$ cat src/rtl/alu_issue_sequencer_if.sv
// Request, ALU-side and response signals of the ALU issue sequencer.
// Latency: none; this is a plain signal bundle.
// Backpressure: req_ready toward the requester, rsp_ready from the consumer.
// Ports (slave = sequencer side):
//   req_valid/req_ready/req_op/req_a/req_b     request handshake
//   alu_op_code/alu_a/alu_b/alu_result         held ALU operands, combinational result
//   rsp_valid/rsp_ready/rsp_result/rsp_op      response handshake
//   busy                                       work queued or in flight
interface alu_issue_sequencer_if #(
  parameter int W = 8
);
  logic         req_valid;
  logic         req_ready;
  logic [1:0]   req_op;
  logic [W-1:0] req_a;
  logic [W-1:0] req_b;
  logic [1:0]   alu_op_code;
  logic [W-1:0] alu_a;
  logic [W-1:0] alu_b;
  logic [W-1:0] alu_result;
  logic         rsp_valid;
  logic         rsp_ready;
  logic [W-1:0] rsp_result;
  logic [1:0]   rsp_op;
  logic         busy;

  modport slave (
    input  req_valid, req_op, req_a, req_b, alu_result, rsp_ready,
    output req_ready, alu_op_code, alu_a, alu_b, rsp_valid, rsp_result, rsp_op, busy
  );

  modport master (
    output req_valid, req_op, req_a, req_b, alu_result, rsp_ready,
    input  req_ready, alu_op_code, alu_a, alu_b, rsp_valid, rsp_result, rsp_op, busy
  );
endinterface

$ cat src/rtl/alu_issue_sequencer.sv
// Queues ALU requests, issues them one at a time to a shared ALU, returns results.
// Latency: request accepted at edge N into an idle block -> rsp_valid after edge N+2.
// Backpressure: rsp_ready low holds the response; FIFO fills, then req_ready drops.
// Ports:
//   clk, rst   single clock, synchronous active-high reset
//   bus        alu_issue_sequencer_if.slave (request, ALU and response signals)
module alu_issue_sequencer #(
  parameter int W     = 8,
  parameter int DEPTH = 4
) (
  input logic                  clk,
  input logic                  rst,
  alu_issue_sequencer_if.slave bus
);

  localparam int AW = $clog2(DEPTH);
  localparam int CW = AW + 1;
  localparam logic [CW-1:0] FULL = CW'(DEPTH);

  typedef struct packed {
    logic [1:0]   op;
    logic [W-1:0] a;
    logic [W-1:0] b;
  } req_t;

  typedef enum logic [1:0] {IDLE, EXEC, RESP} state_t;

  req_t          mem_q [DEPTH];
  logic [AW-1:0] wr_ptr_q, rd_ptr_q;
  logic [CW-1:0] count_q, count_d;

  state_t        state_q;
  logic [1:0]    alu_op_q;
  logic [W-1:0]  alu_a_q, alu_b_q;
  logic          rsp_valid_q;
  logic [W-1:0]  rsp_result_q;
  logic [1:0]    rsp_op_q;

  logic req_ready_w;
  logic push, pop, fifo_nempty;
  req_t head;

  // Full check deliberately ignores a same-cycle pop so req_ready is purely registered state.
  assign req_ready_w = (count_q != FULL);
  assign push        = bus.req_valid && req_ready_w;
  assign fifo_nempty = (count_q != '0);
  assign pop         = fifo_nempty &&
                       ((state_q == IDLE) || (state_q == RESP && bus.rsp_ready));
  assign head        = mem_q[rd_ptr_q];

  always_comb begin
    count_d = count_q;
    case ({push, pop})
      2'b10:   count_d = count_q + 1'b1;
      2'b01:   count_d = count_q - 1'b1;
      default: count_d = count_q;
    endcase
  end

  // Storage needs no reset: entries are only read once count says they are valid.
  always_ff @(posedge clk) begin
    if (push && !rst) begin
      mem_q[wr_ptr_q] <= '{op: bus.req_op, a: bus.req_a, b: bus.req_b};
    end
  end

  // Pointers wrap naturally because DEPTH is a power of two.
  always_ff @(posedge clk) begin
    if (rst) begin
      wr_ptr_q <= '0;
      rd_ptr_q <= '0;
      count_q  <= '0;
    end else begin
      if (push) wr_ptr_q <= wr_ptr_q + 1'b1;
      if (pop)  rd_ptr_q <= rd_ptr_q + 1'b1;
      count_q <= count_d;
    end
  end

  // Issue FSM; ALU hold registers only move on a pop so the ALU inputs never glitch.
  always_ff @(posedge clk) begin
    if (rst) begin
      state_q      <= IDLE;
      alu_op_q     <= '0;
      alu_a_q      <= '0;
      alu_b_q      <= '0;
      rsp_valid_q  <= 1'b0;
      rsp_result_q <= '0;
      rsp_op_q     <= '0;
    end else begin
      case (state_q)
        IDLE: begin
          if (pop) begin
            alu_op_q <= head.op;
            alu_a_q  <= head.a;
            alu_b_q  <= head.b;
            state_q  <= EXEC;
          end
        end
        EXEC: begin
          rsp_result_q <= bus.alu_result;
          rsp_op_q     <= alu_op_q;
          rsp_valid_q  <= 1'b1;
          state_q      <= RESP;
        end
        RESP: begin
          if (bus.rsp_ready) begin
            rsp_valid_q <= 1'b0;
            if (pop) begin
              alu_op_q <= head.op;
              alu_a_q  <= head.a;
              alu_b_q  <= head.b;
              state_q  <= EXEC;
            end else begin
              state_q <= IDLE;
            end
          end
        end
        default: state_q <= IDLE;
      endcase
    end
  end

  assign bus.req_ready   = req_ready_w;
  assign bus.alu_op_code = alu_op_q;
  assign bus.alu_a       = alu_a_q;
  assign bus.alu_b       = alu_b_q;
  assign bus.rsp_valid   = rsp_valid_q;
  assign bus.rsp_result  = rsp_result_q;
  assign bus.rsp_op      = rsp_op_q;
  assign bus.busy        = (state_q != IDLE) || fifo_nempty;

endmodule

$ cat src/flat_wrapper.sv
// flat-port wrapper written by rule: the top's interface ports become plain ports
module alu_issue_sequencer_flat 
#(
  parameter int W     = 8,
  parameter int DEPTH = 4
)
  (clk, rst, bus_req_valid, bus_req_op, bus_req_a, bus_req_b, bus_alu_result, bus_rsp_ready, bus_req_ready, bus_alu_op_code, bus_alu_a, bus_alu_b, bus_rsp_valid, bus_rsp_result, bus_rsp_op, bus_busy);
  alu_issue_sequencer_if #(.W(W)) bus_i ();
  input logic clk;
  input logic rst;
  input wire logic [$bits(bus_i.req_valid)-1:0] bus_req_valid;
  input wire logic [$bits(bus_i.req_op)-1:0] bus_req_op;
  input wire logic [$bits(bus_i.req_a)-1:0] bus_req_a;
  input wire logic [$bits(bus_i.req_b)-1:0] bus_req_b;
  input wire logic [$bits(bus_i.alu_result)-1:0] bus_alu_result;
  input wire logic [$bits(bus_i.rsp_ready)-1:0] bus_rsp_ready;
  output wire logic [$bits(bus_i.req_ready)-1:0] bus_req_ready;
  output wire logic [$bits(bus_i.alu_op_code)-1:0] bus_alu_op_code;
  output wire logic [$bits(bus_i.alu_a)-1:0] bus_alu_a;
  output wire logic [$bits(bus_i.alu_b)-1:0] bus_alu_b;
  output wire logic [$bits(bus_i.rsp_valid)-1:0] bus_rsp_valid;
  output wire logic [$bits(bus_i.rsp_result)-1:0] bus_rsp_result;
  output wire logic [$bits(bus_i.rsp_op)-1:0] bus_rsp_op;
  output wire logic [$bits(bus_i.busy)-1:0] bus_busy;
  assign bus_i.req_valid = bus_req_valid;
  assign bus_i.req_op = bus_req_op;
  assign bus_i.req_a = bus_req_a;
  assign bus_i.req_b = bus_req_b;
  assign bus_i.alu_result = bus_alu_result;
  assign bus_i.rsp_ready = bus_rsp_ready;
  assign bus_req_ready = bus_i.req_ready;
  assign bus_alu_op_code = bus_i.alu_op_code;
  assign bus_alu_a = bus_i.alu_a;
  assign bus_alu_b = bus_i.alu_b;
  assign bus_rsp_valid = bus_i.rsp_valid;
  assign bus_rsp_result = bus_i.rsp_result;
  assign bus_rsp_op = bus_i.rsp_op;
  assign bus_busy = bus_i.busy;
  alu_issue_sequencer #(.W(W), .DEPTH(DEPTH)) u_core (.clk(clk), .rst(rst), .bus(bus_i));
endmodule
$ cat config.mk
export PLATFORM = sky130hd
export DESIGN_NAME = alu_issue_sequencer_flat
export DESIGN_NICKNAME = d
export VERILOG_FILES = /design/src/rtl/alu_issue_sequencer_if.sv /design/src/rtl/alu_issue_sequencer.sv /design/src/flat_wrapper.sv
export SDC_FILE = /design/constraint.sdc
export NUM_CORES = 1
export LEC_CHECK = 0
export BUFFER_PORTS_ARGS = -buffer_cell sky130_fd_sc_hd__buf_4
export CAP_MARGIN = 20
export CORE_MARGIN = 10
export CORE_UTILIZATION = 51
export CTS_CLUSTER_DIAMETER = 100
export CTS_CLUSTER_SIZE = 28
export DETAILED_ROUTE_END_ITERATION = 16
export GPL_TIMING_DRIVEN = 0
export HOLD_SLACK_MARGIN = 0.05
export PLACE_DENSITY = 0.8
export REMOVE_ABC_BUFFERS = 1
export SYNTH_ARGS = -nofsm -noshare
export SYNTH_HDL_FRONTEND = slang
export SYNTH_SLANG_ARGS = --single-unit
$ cat constraint.sdc
create_clock -name clk -period 2.3 [get_ports clk]
set_input_delay 0 -clock clk [delete_from_list [all_inputs] [get_ports clk]]
set_output_delay 0 -clock clk [all_outputs]
set_load 0.005 [all_outputs]
# Yosys cells after proc, flatten, opt, wreduce, memory -nomap -nowiden
# Memory sizes are Yosys's and may differ from the RTL's. A register that Yosys moved wholly into a read port is not among the register bits.
# Index checks and enable logic that the tools add are counted.
dict set report word_totals {
  ramBits 72
  reg_bits 38
  mem_count 1
  elab_cells 58
}
# name depth word_bits read_ports rd_clocked_by_memory_dff write_ports line_no
set mem_list {}
lappend mem_list {u_core.mem_q 4 18 1 1 1 alu_issue_sequencer.sv:28} ;# req_t mem_q [DEPTH];
dict set report op_classes {
  n_reduce_logical 16
  n_mux 20
  n_eq_ne 7
  addsub 4
}
# op n
set ops {}
lappend ops {{$mux 8} 4}
lappend ops {{$pmux 8 s2} 2}
lappend ops {{$mux 2} 6}
lappend ops {{$reduce_bool 2->1} 4}
lappend ops {{$pmux 2 s3} 1}
lappend ops {{$pmux 3 s2} 1}
lappend ops {{$reduce_and 2->1} 3}
lappend ops {{$add 2x1->2 const B} 2}
lappend ops {{$eq 2x1->1 const B} 2}
lappend ops {{$eq 2x2->1 const B} 2}
lappend ops {{$logic_and 1x1->1} 4}
lappend ops {{$mux 1} 4}
lappend ops {{$pmux 2 s2} 1}
lappend ops {{$add 3x1->3 const B} 1}
lappend ops {{$ne 3x3->1 const B} 1}
lappend ops {{$reduce_bool 3->1} 1}
lappend ops {{$sub 3x1->3 const B} 1}
lappend ops {{$logic_not 2->1} 1}
lappend ops {{$logic_or 1x1->1} 2}
lappend ops {{$ne 2x1->1 const B} 1}
lappend ops {{$ne 2x2->1 const B} 1}
lappend ops {{$pmux 1 s2} 1}
lappend ops {{$logic_not 1->1} 1}

# Logic depth before layout (Yosys ltp)
dict set report logic_depth {
  depth_word 7
  mapped_depth 9
}

# Worst setup path after synthesis
# Ideal clock, no wire load.
dict set report synth_path {
  path_kind {flip-flop to flip-flop}
  start {register u_core.state_q[1]}
  end {register u_core.count_q[2]}
  setup_slack_ns -0.004
  synth_period_minus_slack_ns 2.304
  arrival_ns 2.233
  n_path_buf 1
  path_stages_with_launch 10
  required_ns 2.230
  cell_sequence {dfxtp_1 and2b_1 nor3_4 buf_2 ha_1 inv_1 fa_1 xor2_1 or3_1 a21oi_1}
}
dict set report synth_via {
  elab_chain_cells 6
  word_cells_on_any_way 9
}
# element line_no
set synth_lines {}
lappend synth_lines {{from (decl)} alu_issue_sequencer.sv:32} ;# state_t state_q;
lappend synth_lines {{from (signal assigned)} alu_issue_sequencer.sv:83} ;# state_q <= IDLE;
lappend synth_lines {{from (signal assigned)} alu_issue_sequencer.sv:97} ;# state_q <= EXEC;
lappend synth_lines {{from (signal assigned)} alu_issue_sequencer.sv:104} ;# state_q <= RESP;
lappend synth_lines {{$eq 2x2->1} alu_issue_sequencer.sv:48} ;# ((state_q == IDLE) || (state_q == RESP && bus.rsp_ready));
lappend synth_lines {{$logic_and 1x1->1} alu_issue_sequencer.sv:48}
lappend synth_lines {{$logic_or 1x1->1 (*)} alu_issue_sequencer.sv:48}
lappend synth_lines {{$logic_and 1x1->1 (*)} alu_issue_sequencer.sv:47} ;# assign pop = fifo_nempty &&
lappend synth_lines {{via u_core.pop} alu_issue_sequencer.sv:40} ;# logic push, pop, fifo_nempty;
lappend synth_lines {{$eq 2x1->1 / $eq 2x2->1 (equally long branches)} alu_issue_sequencer.sv:53} ;# case ({push, pop})
lappend synth_lines {{$pmux 3 s2 / $reduce_bool 2->1 (equally long branches)} -}
lappend synth_lines {{to (signal assigned)} alu_issue_sequencer.sv:76} ;# count_q <= count_d;
lappend synth_lines {{to (decl)} alu_issue_sequencer.sv:30} ;# logic [CW-1:0] count_q, count_d;
# The timed path passes the listed nets; every way through them passes the cells marked *.
# A chain may end at the register's enable or synchronous reset.

# Final worst setup path
dict set report layout_path {
  start {register u_core.state_q[1]}
  end {register u_core.count_q[2]}
}
dict set report layout_via {
  elab_chain_cells 6
  word_cells_on_any_way 9
}
# element line_no
set layout_lines {}
lappend layout_lines {{$eq 2x2->1} alu_issue_sequencer.sv:48}
lappend layout_lines {{$logic_and 1x1->1} alu_issue_sequencer.sv:48}
lappend layout_lines {{$logic_or 1x1->1 (*)} alu_issue_sequencer.sv:48}
lappend layout_lines {{$logic_and 1x1->1 (*)} alu_issue_sequencer.sv:47}
lappend layout_lines {{$eq 2x1->1 / $eq 2x2->1 (equally long branches)} alu_issue_sequencer.sv:53}
lappend layout_lines {{$pmux 3 s2 / $reduce_bool 2->1 (equally long branches)} -}
# Every way passes the cells marked *; elsewhere a longest branch is shown, timed or not.

==> results.py <==
metrics = {
    "pwr": {
        "power_frac_clock": 0.208,
        "comb_power_share": 0.288,
        "switchingPower_mw": 1.610,
        "power.internal_mw": 3.749,
        "power.density_nw_per_um2": 1014,
        "p_seq_frac": 0.504,
        "power.leakage_nw": 1.867,
        "ir_drop_v": 0.0003867,
        "swShare": 0.3004,
    },
    "clocking": {
        "path_clk_slew_ps": 100,
        "cts_buffer_depth": 2,
        "cts_root_buffer": "clkbuf_8",
        "clock_latency_ps": 360,
        "clock-sinks": 112,
        "cts_tree": "done",
        "h-tree-depth": 3,
        "cts_buffers": 9,
    },
    "worst_setup_path": {
        "cp_top_family": "simple AND/OR/NAND/NOR gates",
        "regToRegSetupSlack_ps": 120,
        "cp-start-kind": "register",
        "r2r-end": "u_core.count_q[2]$_SDFFE_PP0P_",
        "worst-path-max-fanout": 6,
        "path_buf_inv": 1,
        "end_kind": "register",
        "cpPeakStageDelay_ps": 370,
        "rr_worst_depth": 8,
        "required_ps": 2590,
        "cpMaxStageDelayCell": "fa_1",
        "worstReg2RegStart": "u_core.state_q[1]$_SDFFE_PP0P_",
        "arrival_ps": 2470,
        "crit_chain": "and2b_2 -> nor3_4 -> ha_2 -> inv_1 -> fa_1 -> xor2_1 -> or3_1 -> a21oi_1",
        "crit_type": "register to register",
    },
    "job": {
        "maxCapViolCount": 0,
    },
    "sta": {
        "clock.fmax_mhz": 458.6,
        "finClkSkew_ps": 16.17,
        "final.setup.tns_ps": 0,
        "period_share": 0.9482,
        "hold_viol": 0,
        "holdWs_ps": 59.92,
        "maxSlewViolCount": 0,
        "tightest_slew_ps": 968.3,
        "relSlewSlack": 0.3545,
        "setup-violations-final": 0,
        "period_needed_ps": 2181,
    },
    "synth": {
        "synth-seq-area-share": 0.6996,
        "synthCells": 266,
        "yosysWarnings": 0,
        "synth.distinct_cells": 33,
        "synth_area_sq_um": 4235,
        "synth_seq_cells": 112,
        "postSynthAreaPerCell_sq_um": 15.92,
    },
    "finish": {
        "n_antenna_cell": 0,
        "multiInputGateArea_sq_um": 1184,
        "final_cell_mix": "edfxtp_1 (72), buf_4 (62), dfxtp_1 (38), dlygate4sd3_1 (28), nand2_1 (22)",
        "instances_no_fill": 466,
        "utilization": 0.6499,
        "final_cell_area_sq_um": 5286,
        "layout_commonest_cell": "edfxtp_1",
        "area_growth_pct": 24.82,
        "regArea_sq_um": 2965,
        "fill_cells": 572,
        "nets": 392,
        "layout-drive-gt1-share": 0.2881,
    },
    "route": {
        "drtAntennaViolNets": 0,
        "highest_layer": "met4",
        "drcViolationCount": 0,
        "routed-via-count": 2414,
        "wl_um": 7957,
        "wl_met1_um": 3329,
        "vias_per_cell": 5.180,
        "met3_length_um": 371,
        "dr.pass1.iters": 5,
        "drt_iter0_markers": 103,
        "wl_per_cell_um": 17.08,
        "wl_met2_um": 4105,
    },
    "worst_hold_path": {
        "hp-start": "rst",
        "worstHoldEndpoint": "u_core.count_q[0]$_SDFFE_PP0P_",
        "whs_path_depth": 2,
        "hp-class": "input port to register",
    },
    "global_routing": {
        "grt_pass1_wl_um": 12840,
        "gr-total-overflow": 0,
        "grt_max_degree": 42,
        "grt_pass1_vias": 2507,
        "track_usage": 0.1293,
        "antenna_found_initial": 0,
    },
    "placed_design": {
        "dp_cells": 419,
        "port_buffers": 60,
        "gp_congestion": 0.7362,
        "hpwlAfterDp_um": 4914,
        "dpl_cell_area_sq_um": 4771,
    },
    "status": {
        "outcome": "finished clean",
    },
    "die": {
        "num_io_pins": 61,
        "die-area_sq_um": 12350,
        "die_h_um": 111.1,
        "rows": 33,
        "die_w_um": 111.1,
        "start_util": 0.5207,
        "core_sq_um": 8134,
    },
}
registers in the layout, indices dropped and copies added, names as in the netlist, 3 cells and up, named ones only:
| name | cells |
|---|---|
| u_core.bus.rsp_result | 8 |
| u_core.mem_q | 72 |
| u_core.count_q | 3 |
| u_core.bus.alu_b | 8 |
| u_core.bus.alu_a | 8 |
per-layer routing:
layer  vias to the layer above  global-route usage
met5                         -                   0
met4                         0             0.05998
met3                        12             0.02922
met2                        57              0.2205
met1                      1171              0.1514
li1                       1174                   -
worst max-delay path by stage:
stage	start	endpoint	slack, ps	cells after the start
floorplan	u_core.state_q[1]$_SDFFE_PP0P_	u_core.count_q[2]$_SDFFE_PP0P_	5	8
global placement	u_core.state_q[1]$_SDFFE_PP0P_	u_core.count_q[2]$_SDFFE_PP0P_	-380	8
detailed placement	u_core.state_q[1]$_SDFFE_PP0P_	u_core.count_q[2]$_SDFFE_PP0P_	-460	8
CTS	u_core.count_q[2]$_SDFFE_PP0P_	u_core.count_q[2]$_SDFFE_PP0P_	60	9
global route	u_core.state_q[1]$_SDFFE_PP0P_	u_core.count_q[2]$_SDFFE_PP0P_	-4	8
finish	u_core.state_q[1]$_SDFFE_PP0P_	u_core.count_q[2]$_SDFFE_PP0P_	120	8
worst register-to-register path: stages, from the launching register on:
cell     delay (ps)
dfxtp_1         360
and2b_2         270
nor3_4          220
ha_2            220
inv_1            50
fa_1            370
xor2_1          160
or3_1           310
a21oi_1         130
metrics by stage:
step | setup slack (ps) | total power, mW
2_1_floorplan | 5.460 | 3.524
3_3_place_gp | -384.5 | 4.111
3_5_place_dp | -464.8 | 4.211
4_1_cts | 61.01 | 5.364
5_1_grt | -3.996 | 5.663
6_report | 119.2 | 5.359
cell families after synthesis:
family	Yosys count	synth area share
AOI/OAI and AO/OA	41	0.06558
buffers and inverters	21	0.02452
muxes	19	0.09838
xor gates and xnor gates	2	0.004137
adders and majority gates	6	0.01950
DFF	112	0.6996
and+or+nand+nor	65	0.08833
power by group through the flow:
stage	clock [mW]	combinational, mW	sequential [mW]
3_3_place_gp	0	1.36	2.76
4_1_cts	1.13	1.54	2.69
3_5_place_dp	0	1.47	2.74
6_report	1.11	1.55	2.70
5_1_grt	1.21	1.70	2.75
2_1_floorplan	0	0.799	2.73
timing repair:
action                                  CTS  global route
pin swaps                                 1             0
hold buffers                             28             0
setup buffers                             1             1
hold endpoints to repair                 83             0
endpoints found under the setup margin    2             1
resized for setup                         1             5
final cells by class:
cell class	instances	share of cell area
sequential	112	0.5609
multi-input combinational	133	0.2239
timing repair buffer	92	0.1484
clock buffer	11	0.02888
tap	105	0.02485
clock inverter	5	0.007337
inverter	8	0.005680
synthesized netlist by cell type:
cell type   n  area share
edfxtp_1   72        0.51
dfxtp_1    40        0.19
nand2_1    22       0.019
nand2b_1   20       0.030
mux4_2     18       0.096
o2bb2ai_1  18       0.037
a21oi_1    17       0.020
inv_1       8      0.0071
nor2_1      6      0.0053
ha_1        5       0.015
and2_1      4      0.0059
buf_2       4      0.0047
clkbuf_1    4      0.0035
o21ai_0     4      0.0047
buf_6       2      0.0053
nand3_1     2      0.0024
nor2b_1     2      0.0030
nor3_4      2      0.0077
xor2_1      2      0.0041
a211oi_1    1      0.0018
and2b_1     1      0.0018
buf_1       1     0.00089
buf_4       1      0.0018
clkbuf_2    1      0.0012
fa_1        1      0.0047
mux2_1      1      0.0027
nor3_1      1      0.0012
nor3b_1     1      0.0018
nor4_4      1      0.0050
nor4b_1     1      0.0021
o31ai_1     1      0.0018
or3_1       1      0.0015
or4_1       1      0.0018
(Power assumes the default switching activity.)
